**src/rtl/ysyx_25060173_mdu.sv**
```systemverilog
// ysyx_25060173_mdu: iterative RV32M multiply/divide unit (shift-add multiply, restoring divide).
// One operand bit per cycle; divide-by-zero and signed overflow bypass the iteration.
`default_nettype none

module ysyx_25060173_mdu #(
   parameter int XLEN  = 32,
   parameter int CNT_W = $clog2(XLEN) + 1
) (
   input  logic            clock,
   input  logic            reset,
   input  logic            in_valid,
   output logic            in_ready,
   input  logic [2:0]      in_op,
   input  logic [XLEN-1:0] in_src1,
   input  logic [XLEN-1:0] in_src2,
   input  logic            flush,
   output logic            out_valid,
   input  logic            out_ready,
   output logic [XLEN-1:0] out_result
);

   localparam logic [1:0] S_IDLE = 2'd0;
   localparam logic [1:0] S_MUL  = 2'd1;
   localparam logic [1:0] S_DIV  = 2'd2;
   localparam logic [1:0] S_DONE = 2'd3;

   localparam logic [CNT_W-1:0] CNT_LAST = CNT_W'(XLEN - 1);

   logic [1:0]        state;
   logic [1:0]        state_nxt;
   logic [2:0]        op;
   logic [2*XLEN-1:0] acc;       // mul: {partial, multiplier}; div: {remainder, quotient}
   logic [XLEN-1:0]   opb;       // multiplicand or divisor magnitude
   logic [CNT_W-1:0]  cnt;
   logic              neg_main;  // negate product or quotient
   logic              neg_rem;

   logic              accept;
   logic              is_div;
   logic              sgn1;
   logic              sgn2;
   logic              signed1;
   logic              signed2;
   logic [XLEN-1:0]   abs1;
   logic [XLEN-1:0]   abs2;
   logic              div_zero;
   logic              div_ovf;
   logic              fast;

   assign accept   = (state == S_IDLE) && in_valid && !flush;
   assign is_div   = in_op[2];
   assign sgn1     = in_src1[XLEN-1];
   assign sgn2     = in_src2[XLEN-1];
   assign signed1  = (in_op == 3'd1) || (in_op == 3'd2) || (in_op == 3'd4) || (in_op == 3'd6);
   assign signed2  = (in_op == 3'd1) || (in_op == 3'd4) || (in_op == 3'd6);
   assign abs1     = (signed1 && sgn1) ? -in_src1 : in_src1;
   assign abs2     = (signed2 && sgn2) ? -in_src2 : in_src2;
   assign div_zero = is_div && (in_src2 == '0);
   assign div_ovf  = is_div && !in_op[0] && (in_src1 == {1'b1, {(XLEN-1){1'b0}}}) && (&in_src2);
   assign fast     = div_zero || div_ovf;

   logic [XLEN:0]     mul_sum;
   logic [2*XLEN-1:0] mul_next;
   logic [XLEN:0]     div_shift;
   logic [XLEN:0]     div_diff;
   logic              div_ge;
   logic [2*XLEN-1:0] div_next;

   assign mul_sum   = {1'b0, acc[2*XLEN-1:XLEN]} + (acc[0] ? {1'b0, opb} : '0);
   assign mul_next  = {mul_sum, acc[XLEN-1:1]};
   assign div_shift = {acc[2*XLEN-1:XLEN], acc[XLEN-1]};
   assign div_diff  = div_shift - {1'b0, opb};
   assign div_ge    = !div_diff[XLEN];
   assign div_next  = {(div_ge ? div_diff[XLEN-1:0] : div_shift[XLEN-1:0]), acc[XLEN-2:0], div_ge};

   logic [2*XLEN-1:0] prod;
   logic [XLEN-1:0]   quot;
   logic [XLEN-1:0]   rem;
   logic [XLEN-1:0]   final_res;

   assign prod = neg_main ? -acc : acc;
   assign quot = neg_main ? -acc[XLEN-1:0] : acc[XLEN-1:0];
   assign rem  = neg_rem ? -acc[2*XLEN-1:XLEN] : acc[2*XLEN-1:XLEN];

   always_comb begin
      final_res = '0;
      case (op)
         3'd0:                final_res = prod[XLEN-1:0];
         3'd1, 3'd2, 3'd3:    final_res = prod[2*XLEN-1:XLEN];
         3'd4, 3'd5:          final_res = quot;
         default:             final_res = rem;
      endcase
   end

   always_ff @(posedge clock) begin
      if (reset) state <= S_IDLE;
      else       state <= state_nxt;
   end

   always_comb begin
      state_nxt = state;
      case (state)
         S_IDLE: begin
            if (accept) state_nxt = fast ? S_DONE : (is_div ? S_DIV : S_MUL);
         end
         S_MUL, S_DIV: begin
            if (flush)                 state_nxt = S_IDLE;
            else if (cnt == CNT_LAST)  state_nxt = S_DONE;
         end
         S_DONE: begin
            if (flush || (out_valid && out_ready)) state_nxt = S_IDLE;
         end
         default: state_nxt = S_IDLE;
      endcase
   end

   always_comb begin
      in_ready = (state == S_IDLE);
   end

   // DONE spends its first cycle applying the sign fix-up, then presents the result.
   always_ff @(posedge clock) begin
      if (reset) begin
         op         <= '0;
         acc        <= '0;
         opb        <= '0;
         cnt        <= '0;
         neg_main   <= 1'b0;
         neg_rem    <= 1'b0;
         out_valid  <= 1'b0;
         out_result <= '0;
      end else begin
         case (state)
            S_IDLE: begin
               out_valid <= 1'b0;
               if (accept) begin
                  op  <= in_op;
                  cnt <= '0;
                  if (fast) begin
                     acc      <= div_zero ? {in_src1, {XLEN{1'b1}}} : {{XLEN{1'b0}}, in_src1};
                     neg_main <= 1'b0;
                     neg_rem  <= 1'b0;
                  end else if (is_div) begin
                     acc      <= {{XLEN{1'b0}}, abs1};
                     opb      <= abs2;
                     neg_main <= !in_op[0] && (sgn1 ^ sgn2);
                     neg_rem  <= !in_op[0] && sgn1;
                  end else begin
                     acc      <= {{XLEN{1'b0}}, abs2};
                     opb      <= abs1;
                     neg_main <= (in_op == 3'd1) ? (sgn1 ^ sgn2) : ((in_op == 3'd2) && sgn1);
                     neg_rem  <= 1'b0;
                  end
               end
            end
            S_MUL: begin
               acc <= mul_next;
               cnt <= cnt + 1'b1;
            end
            S_DIV: begin
               acc <= div_next;
               cnt <= cnt + 1'b1;
            end
            default: begin
               if (flush) begin
                  out_valid <= 1'b0;
               end else if (!out_valid) begin
                  out_valid  <= 1'b1;
                  out_result <= final_res;
               end else if (out_ready) begin
                  out_valid <= 1'b0;
               end
            end
         endcase
      end
   end

endmodule

`default_nettype wire

```
**config.mk**
```make
export PLATFORM = sky130hd
export DESIGN_NAME = ysyx_25060173_mdu
export DESIGN_NICKNAME = d
export VERILOG_FILES = /design/src/rtl/ysyx_25060173_mdu.sv
export SDC_FILE = /design/constraint.sdc
export NUM_CORES = 1
export LEC_CHECK = 0
export CELL_PAD_IN_SITES_DETAIL_PLACEMENT = 0
export CELL_PAD_IN_SITES_GLOBAL_PLACEMENT = 1
export CORE_ASPECT_RATIO = 1.25
export CORE_MARGIN = 4
export CORE_UTILIZATION = 45
export CTS_CLUSTER_DIAMETER = 80
export DETAILED_ROUTE_END_ITERATION = 7
export PLACE_DENSITY = 0.86
export SLEW_MARGIN = 20
export SYNTH_ARGS = -nofsm -noshare
export SYNTH_HDL_FRONTEND = slang
export SYNTH_SLANG_ARGS = --single-unit
export TNS_END_PERCENT = 10
```
**constraint.sdc**
```tcl
create_clock -name clock -period 4.35 [get_ports clock]
set_input_delay 0.6525 -clock clock [delete_from_list [all_inputs] [get_ports clock]]
set_output_delay 0.6525 -clock clock [all_outputs]
set_load 0.05 [all_outputs]
```
==> results of run 1 <==
final timing paths:
check | start | endpoint | cells past startpoint | slack, ps
setup / recovery | acc[0] | acc[63] | 13 | 250
hold / removal | out_result[15] | out_result[15] | 2 | 440
hold reg to reg | out_result[15] | out_result[15] | 2 | 440
setup reg to reg | acc[0] | acc[63] | 13 | 250
metrics by stage:
| stage | hold slack [ps] | power, mW | cell area (µm²) | worst slack, ps | utilization, % |
|---|---|---|---|---|---|
| 3_5_place_dp | 443 | 9.87 | 16800 | 145 | 51.0 |
| 5_1_grt | 466 | 12.3 | 17400 | 64.0 | 52.8 |
| 3_3_place_gp | 429 | 9.83 | 16800 | 265 | 51.0 |
| 4_1_cts | 450 | 11.4 | 17400 | 354 | 52.8 |
| 6_report | 443 | 11.7 | 17400 | 248 | 52.8 |
| 2_1_floorplan | 432 | 7.22 | 15100 | 1010 | - |
power by group through the flow:
stage / clock, mW / combinational, mW / sequential (mW)
floorplan: 0 / 5.39 / 1.83
finish: 1.49 / 8.27 / 1.93
CTS: 1.50 / 8.00 / 1.91
global route: 1.55 / 8.82 / 1.95
global placement: 0 / 7.89 / 1.93
detailed placement: 0 / 7.94 / 1.94
flip-flops by register name, summed over array words and instances (netlist names), 2 cells and up:
register	cells
op	3
cnt	6
state	2
opb	32
acc	64
out_result	32
layout make-up:
cell class	count	share of cell area [%]
inverter	77	1.66
clock inverter	12	0.848
tap	418	3.01
clock buffer	18	2.47
multi-input combinational	1733	65.5
antenna	1	0.0144
sequential	142	16.3
timing repair buffer	199	10.2
per-layer routing:
| layer | global-route usage, % | vias to the layer above | routed length, µm |
|---|---|---|---|
| met5 | 0 | - | 0 |
| met4 | 21.3 | 0 | 5020 |
| met3 | 5.78 | 223 | 6770 |
| met2 | 53.2 | 1179 | 27900 |
| met1 | 46.2 | 8241 | 26000 |
| li1 | - | 7950 | - |
worst min-delay path, cell delays in order (launching register included):
cell and delay [ps]:
dfxtp_1 310, nand2_1 50, nand2_1 40
cell families (layout without fill, tap and decap cells):
family | Yosys count | in the layout | share of synthesized area (%)
simple gates | 737 | 737 | 23.5
fa+ha+maj | 77 | 77 | 6.46
other cells | 0 | 1 | 0
flops | 142 | 142 | 18.8
mux | 53 | 53 | 3.70
xor+xnor | 162 | 162 | 9.37
buf+inv | 240 | 306 | 6.25
compound gates | 704 | 704 | 32.0
synthesized netlist by cell type, types with 15 or more instances:
cell type / number / area (µm²)
nand2_1: 231 / 867
nor2_1: 208 / 781
dfxtp_1: 142 / 2840
xor2_1: 67 / 587
a21o_1: 20 / 150
o21ai_0: 138 / 691
nand4_1: 21 / 131
clkbuf_1: 142 / 533
nand3_1: 47 / 235
a31oi_1: 21 / 131
nor4_1: 22 / 138
mux2i_1: 38 / 380
a211oi_1: 35 / 263
xnor2_1: 95 / 832
ha_1: 75 / 938
nor3_1: 55 / 275
o31ai_1: 24 / 180
inv_1: 77 / 289
a32o_1: 26 / 260
or3_1: 26 / 163
o22ai_1: 15 / 93.8
a21oi_1: 190 / 951
a22oi_1: 19 / 143
a221oi_1: 29 / 254
o221ai_1: 17 / 149
a221o_1: 36 / 360
nand2b_1: 26 / 163
o211ai_1: 25 / 188
==> flow_metrics.py, run 1 <==
metrics = {
    "cts": {
        "clock_path_buffers": 2,
        "ctsResizeCount": 0,
        "clk_latency_ps": 450,
        "cts_made_buffers": 17,
        "tritoncts": "yes",
        "cts_root_buffer": "clkbuf_16",
        "postCtsSetupRepairBufs": 0,
        "cts.htree.levels": 4,
        "cts-hold-fix-buffers": 0,
        "path_clk_slew_ps": 60,
        "clock_sinks": 142,
    },
    "yosys": {
        "seq_area_frac_synth_pct": 18.8,
        "ys_warn_count": 0,
        "synth_flop_cell": "dfxtp_1",
        "netlist_area_mm2": 0.0151,
        "synth_area_per_cell_um2": 7.16,
        "netlist_instances": 2115,
        "synth_cell_types": 85,
        "async_flop_share_pct": 0,
        "synth_edf_count": 0,
        "synth_fp_nets": 2264,
        "ys_seq_elements": 142,
    },
    "die": {
        "rows": 74,
        "io_pins": 106,
        "dieArea_mm2": 0.0367,
        "die_w_um": 172,
        "dieHeight_um": 213,
        "start_util_pct": 45.9,
        "core_area_mm2": 0.0330,
    },
    "routing": {
        "dr.pass1.iters": 8,
        "antenna_left": 0,
        "wl_um": 65700,
        "vias_per_cell": 6.77,
        "drtIter0Drc": 2243,
        "num_vias": 17600,
        "remaining_drc_errors": 1,
        "wl_per_cell_um": 25.3,
    },
    "worst_setup_path": {
        "cp_max_fo": 9,
        "cpMaxStageDelayCell": "a211oi_1",
        "path_class": "reg -> reg",
        "cp.buffers_inverters": 2,
        "cpPeakStageDelay_ps": 480,
        "crit_chain": "inv_1, buf_4, nor2_1, fa_1, a21o_1, a221oi_1, o22ai_1, a211oi_1, nor2_1, a21oi_1, o21ai_0, a221oi_1, a22oi_1",
        "worst_ep_required_time_ps": 4660,
        "cpLargestDelayFamily": "compound AO/OA/AOI/OAI gates",
        "critPathArrivalTime_ps": 4410,
        "start_kind": "register",
        "end_kind": "register",
    },
    "placed_design": {
        "dp_hpwl_um": 50700,
        "place_inst": 2569,
        "io_buffers": 105,
        "gp_congestion": 1.05,
    },
    "min_path": {
        "hold_path.class": "reg -> reg",
    },
    "power": {
        "p_sw_share_pct": 52.8,
        "clkPwrFrac_pct": 12.8,
        "p_comb_share_pct": 70.7,
        "power.internal_mw": 5.52,
        "p_seq_share_pct": 16.5,
        "ir_worst_vdd_mv": 0.499,
        "power.density_mw_per_mm2": 672,
        "leakage_nw": 6.53,
        "p_sw_mw": 6.17,
    },
    "sta": {
        "fin_skew_ps": 9.30,
        "finalSetupTns_ps": 0,
        "post-route-period-util_pct": 94.3,
        "max_slew_margin_pct": 32.8,
        "max_freq_mhz": 244,
        "finalMaxSlewViolations": 0,
        "hold_viol_final": 0,
        "tightest_slew_ps": 1010,
        "rsz0062_at_grt": "no",
        "finalSetupViolations": 0,
        "period_needed_ps": 4100,
    },
    "global_route": {
        "grt_util_all_layers_pct": 35.0,
        "grt_max_degree": 63,
        "grt_pass1_vias": 16300,
        "antenna_found_initial": 0,
        "gr-total-overflow": 0,
        "grt_pass1_wl_um": 98600,
    },
    "layout": {
        "final-seq-area_mm2": 0.00284,
        "layout.cells.non_filler": 2600,
        "multi_input_area_mm2": 0.0114,
        "final_common_cell": "nand2_1",
        "syn2layout_area_growth_pct": 14.9,
        "fillers": 3267,
        "final_nets": 2319,
        "layout-drive-gt1-share_pct": 9.31,
        "final_cell_mix": "231 x nand2_1, 205 x nor2_1, 189 x a21oi_1",
    },
    "flow_run": {
        "cap_violations": 0,
    },
    "status": {
        "status": "finished, violations left",
        "failed_checks": "design-rule violations",
    },
}
Power figures use the tool's default switching activity.
==> run 2: changes to the inputs <==
--- a/config.mk
+++ b/config.mk
@@ -9,12 +9,12 @@
 export CELL_PAD_IN_SITES_GLOBAL_PLACEMENT = 1
 export CORE_ASPECT_RATIO = 1.25
 export CORE_MARGIN = 4
-export CORE_UTILIZATION = 45
+export CORE_UTILIZATION = 48
 export CTS_CLUSTER_DIAMETER = 80
 export DETAILED_ROUTE_END_ITERATION = 7
-export PLACE_DENSITY = 0.86
+export DONT_BUFFER_PORTS = 1
+export PLACE_DENSITY = 0.85
 export SLEW_MARGIN = 20
 export SYNTH_ARGS = -nofsm -noshare
 export SYNTH_HDL_FRONTEND = slang
 export SYNTH_SLANG_ARGS = --single-unit
-export TNS_END_PERCENT = 10
==> run 2 against run 1 <==
- the run now ends clean
- global-route usage is 0.73 points higher
- sequential power is 8% higher
- cell area is 7.5% lower
- setup slack worse by 93 ps
- critical path type unchanged
- register-to-register slack worse by 90 ps
- clock skew is 4.8 ps higher
- highest routed layer is now met5
- die area is 6.0% lower
- via count is 4.1% lower
- clock-buffer cell count is 1 lower
- combinational power is 7.9% lower
==> flow_metrics.py, run 2 (synthesis results as in run 1) <==
metrics = {
    "placed_design": {
        "io_buffers": 0,
        "dp_hpwl_um": 48800,
        "gp_congestion": 1.08,
    },
    "power": {
        "power.density_mw_per_mm2": 698,
        "leakage_nw": 5.98,
        "ir_worst_vdd_mv": 1.04,
    },
    "sta": {
        "period_needed_ps": 4200,
        "finalSetupViolations": 0,
        "max_slew_margin_pct": 24.1,
        "finalSetupTns_ps": 0,
        "max_freq_mhz": 238,
        "post-route-period-util_pct": 96.4,
        "rsz0062_at_grt": "no",
        "finalMaxSlewViolations": 0,
        "tightest_slew_ps": 1140,
        "hold_viol_final": 0,
        "fin_skew_ps": 14.1,
    },
    "routing": {
        "vias_per_cell": 6.87,
        "antenna_left": 0,
        "wl_um": 64100,
        "remaining_drc_errors": 0,
        "num_vias": 16900,
        "wl_per_cell_um": 26.1,
        "dr.pass1.iters": 8,
        "drtIter0Drc": 2309,
    },
    "cts": {
        "cts_root_buffer": "clkbuf_16",
        "postCtsSetupRepairBufs": 0,
        "clock_sinks": 142,
        "path_clk_slew_ps": 80,
        "cts-hold-fix-buffers": 0,
        "clock_path_buffers": 2,
        "cts.htree.levels": 4,
        "clk_latency_ps": 470,
        "cts_made_buffers": 17,
        "ctsResizeCount": 0,
        "tritoncts": "yes",
    },
    "layout": {
        "final_common_cell": "nand2_1",
        "largest_reg_flops": 64,
        "layout-drive-gt1-share_pct": 8.50,
        "finish.utilization_pct": 51.8,
        "final-seq-area_mm2": 0.00284,
        "largest_registers": "acc x64, opb x32, out_result x32",
        "regMostFlops": "acc",
        "final_cell_mix": "231 x nand2_1, 205 x nor2_1, 189 x a21oi_1",
        "final_nets": 2184,
        "multi_input_area_mm2": 0.0114,
        "syn2layout_area_growth_pct": 6.29,
        "n_antenna_cell": 0,
        "fillers": 3159,
    },
    "worst_setup_path": {
        "critPathArrivalTime_ps": 4530,
        "cpLargestDelayFamily": "compound AO/OA/AOI/OAI gates",
        "end_kind": "register",
        "cpMaxStageDelayCell": "dfxtp_1",
        "path_class": "reg -> reg",
        "cpPeakStageDelay_ps": 520,
        "crit_chain": "inv_1, ha_1, fa_1, nand2b_1, a21oi_1, o21ai_0, a21oi_1, a221oi_4, buf_4, nor2_1, a221oi_1, a2111oi_0",
        "crit_path_frequent_cell": "a21oi_1",
        "cp.buffers_inverters": 2,
        "start_kind": "register",
        "cp_max_fo": 11,
        "worst_ep_required_time_ps": 4680,
    },
    "die": {
        "dieArea_mm2": 0.0345,
        "core_area_mm2": 0.0311,
        "rows": 72,
        "die_w_um": 167,
        "io_pins": 106,
        "dieHeight_um": 207,
        "start_util_pct": 48.7,
    },
    "global_route": {
        "grt_pass1_vias": 15700,
        "antenna_found_initial": 1,
        "grt_max_degree": 96,
        "grt_util_all_layers_pct": 35.7,
        "grt_pass1_wl_um": 95600,
        "gr-total-overflow": 0,
    },
    "flow_run": {
        "cap_violations": 0,
    },
    "min_path": {
        "hold_path.class": "in -> reg",
    },
    "status": {
        "status": "finished clean",
    },
}
==> run 2: changes by cell type in the layout (fill, tap and decap cells not counted), sizes merged <==
cell,change
buf,-32
clkinv,-5
clkdlybuf4s50,-103
diode,-1
clkbuf,-1
clkinvlp,-1
bufinv,-2
inv,+11
==> run 2: cell type report <==
cell class / count / area share, %
inverters: 77 / 1.80
clock buffers: 17 / 2.64
repair buffers: 64 / 2.98
multi-input cells: 1733 / 70.7
flip-flops and latches: 142 / 17.7
clock inverters: 15 / 1.03
well taps: 407 / 3.16
==> run 2: power by group <==
part | internal, mW | leakage, nW | switching (mW)
logic | 2.81 | 4.53 | 4.81
registers | 1.55 | 1.16 | 0.525
clock network | 0.818 | 0.289 | 0.730
total | 5.18 | 5.98 | 6.06
==> run 2: per-layer routing <==
metal  vias up  routed length (µm)  track usage, %  part of all wire, %
met4         4                4380            20.8                  6.8
met2      1128               27300            55.4                   43
met1      7844               24900            45.9                   39
li1       7689                   -               -                    -
met3       212                7400            7.47                   12
met5         -                  88            1.68                 0.14
==> run 2: worst paths after layout <==
kind / to / start / cells past startpoint / slack (ps)
worst max register to register: acc[62] / acc[31] / 12 / 150
worst max-delay path: acc[62] / acc[31] / 12 / 150
worst min register to register: opb[18] / opb[18] / 2 / 460
worst min-delay path: out_result[19] / reset / 1 / 260
==> run 2: stage by stage <==
stage	area (µm²)	std cells	power [mW]	setup slack, ps	hold WS [ps]
global placement	15500	2423	9.36	464	436
finish	16100	2455	11.2	155	260
CTS	16100	2455	11.0	301	253
global route	16100	2455	11.8	22.0	257
floorplan	15100	2115	7.22	1010	432
detailed placement	15500	2423	9.38	373	441
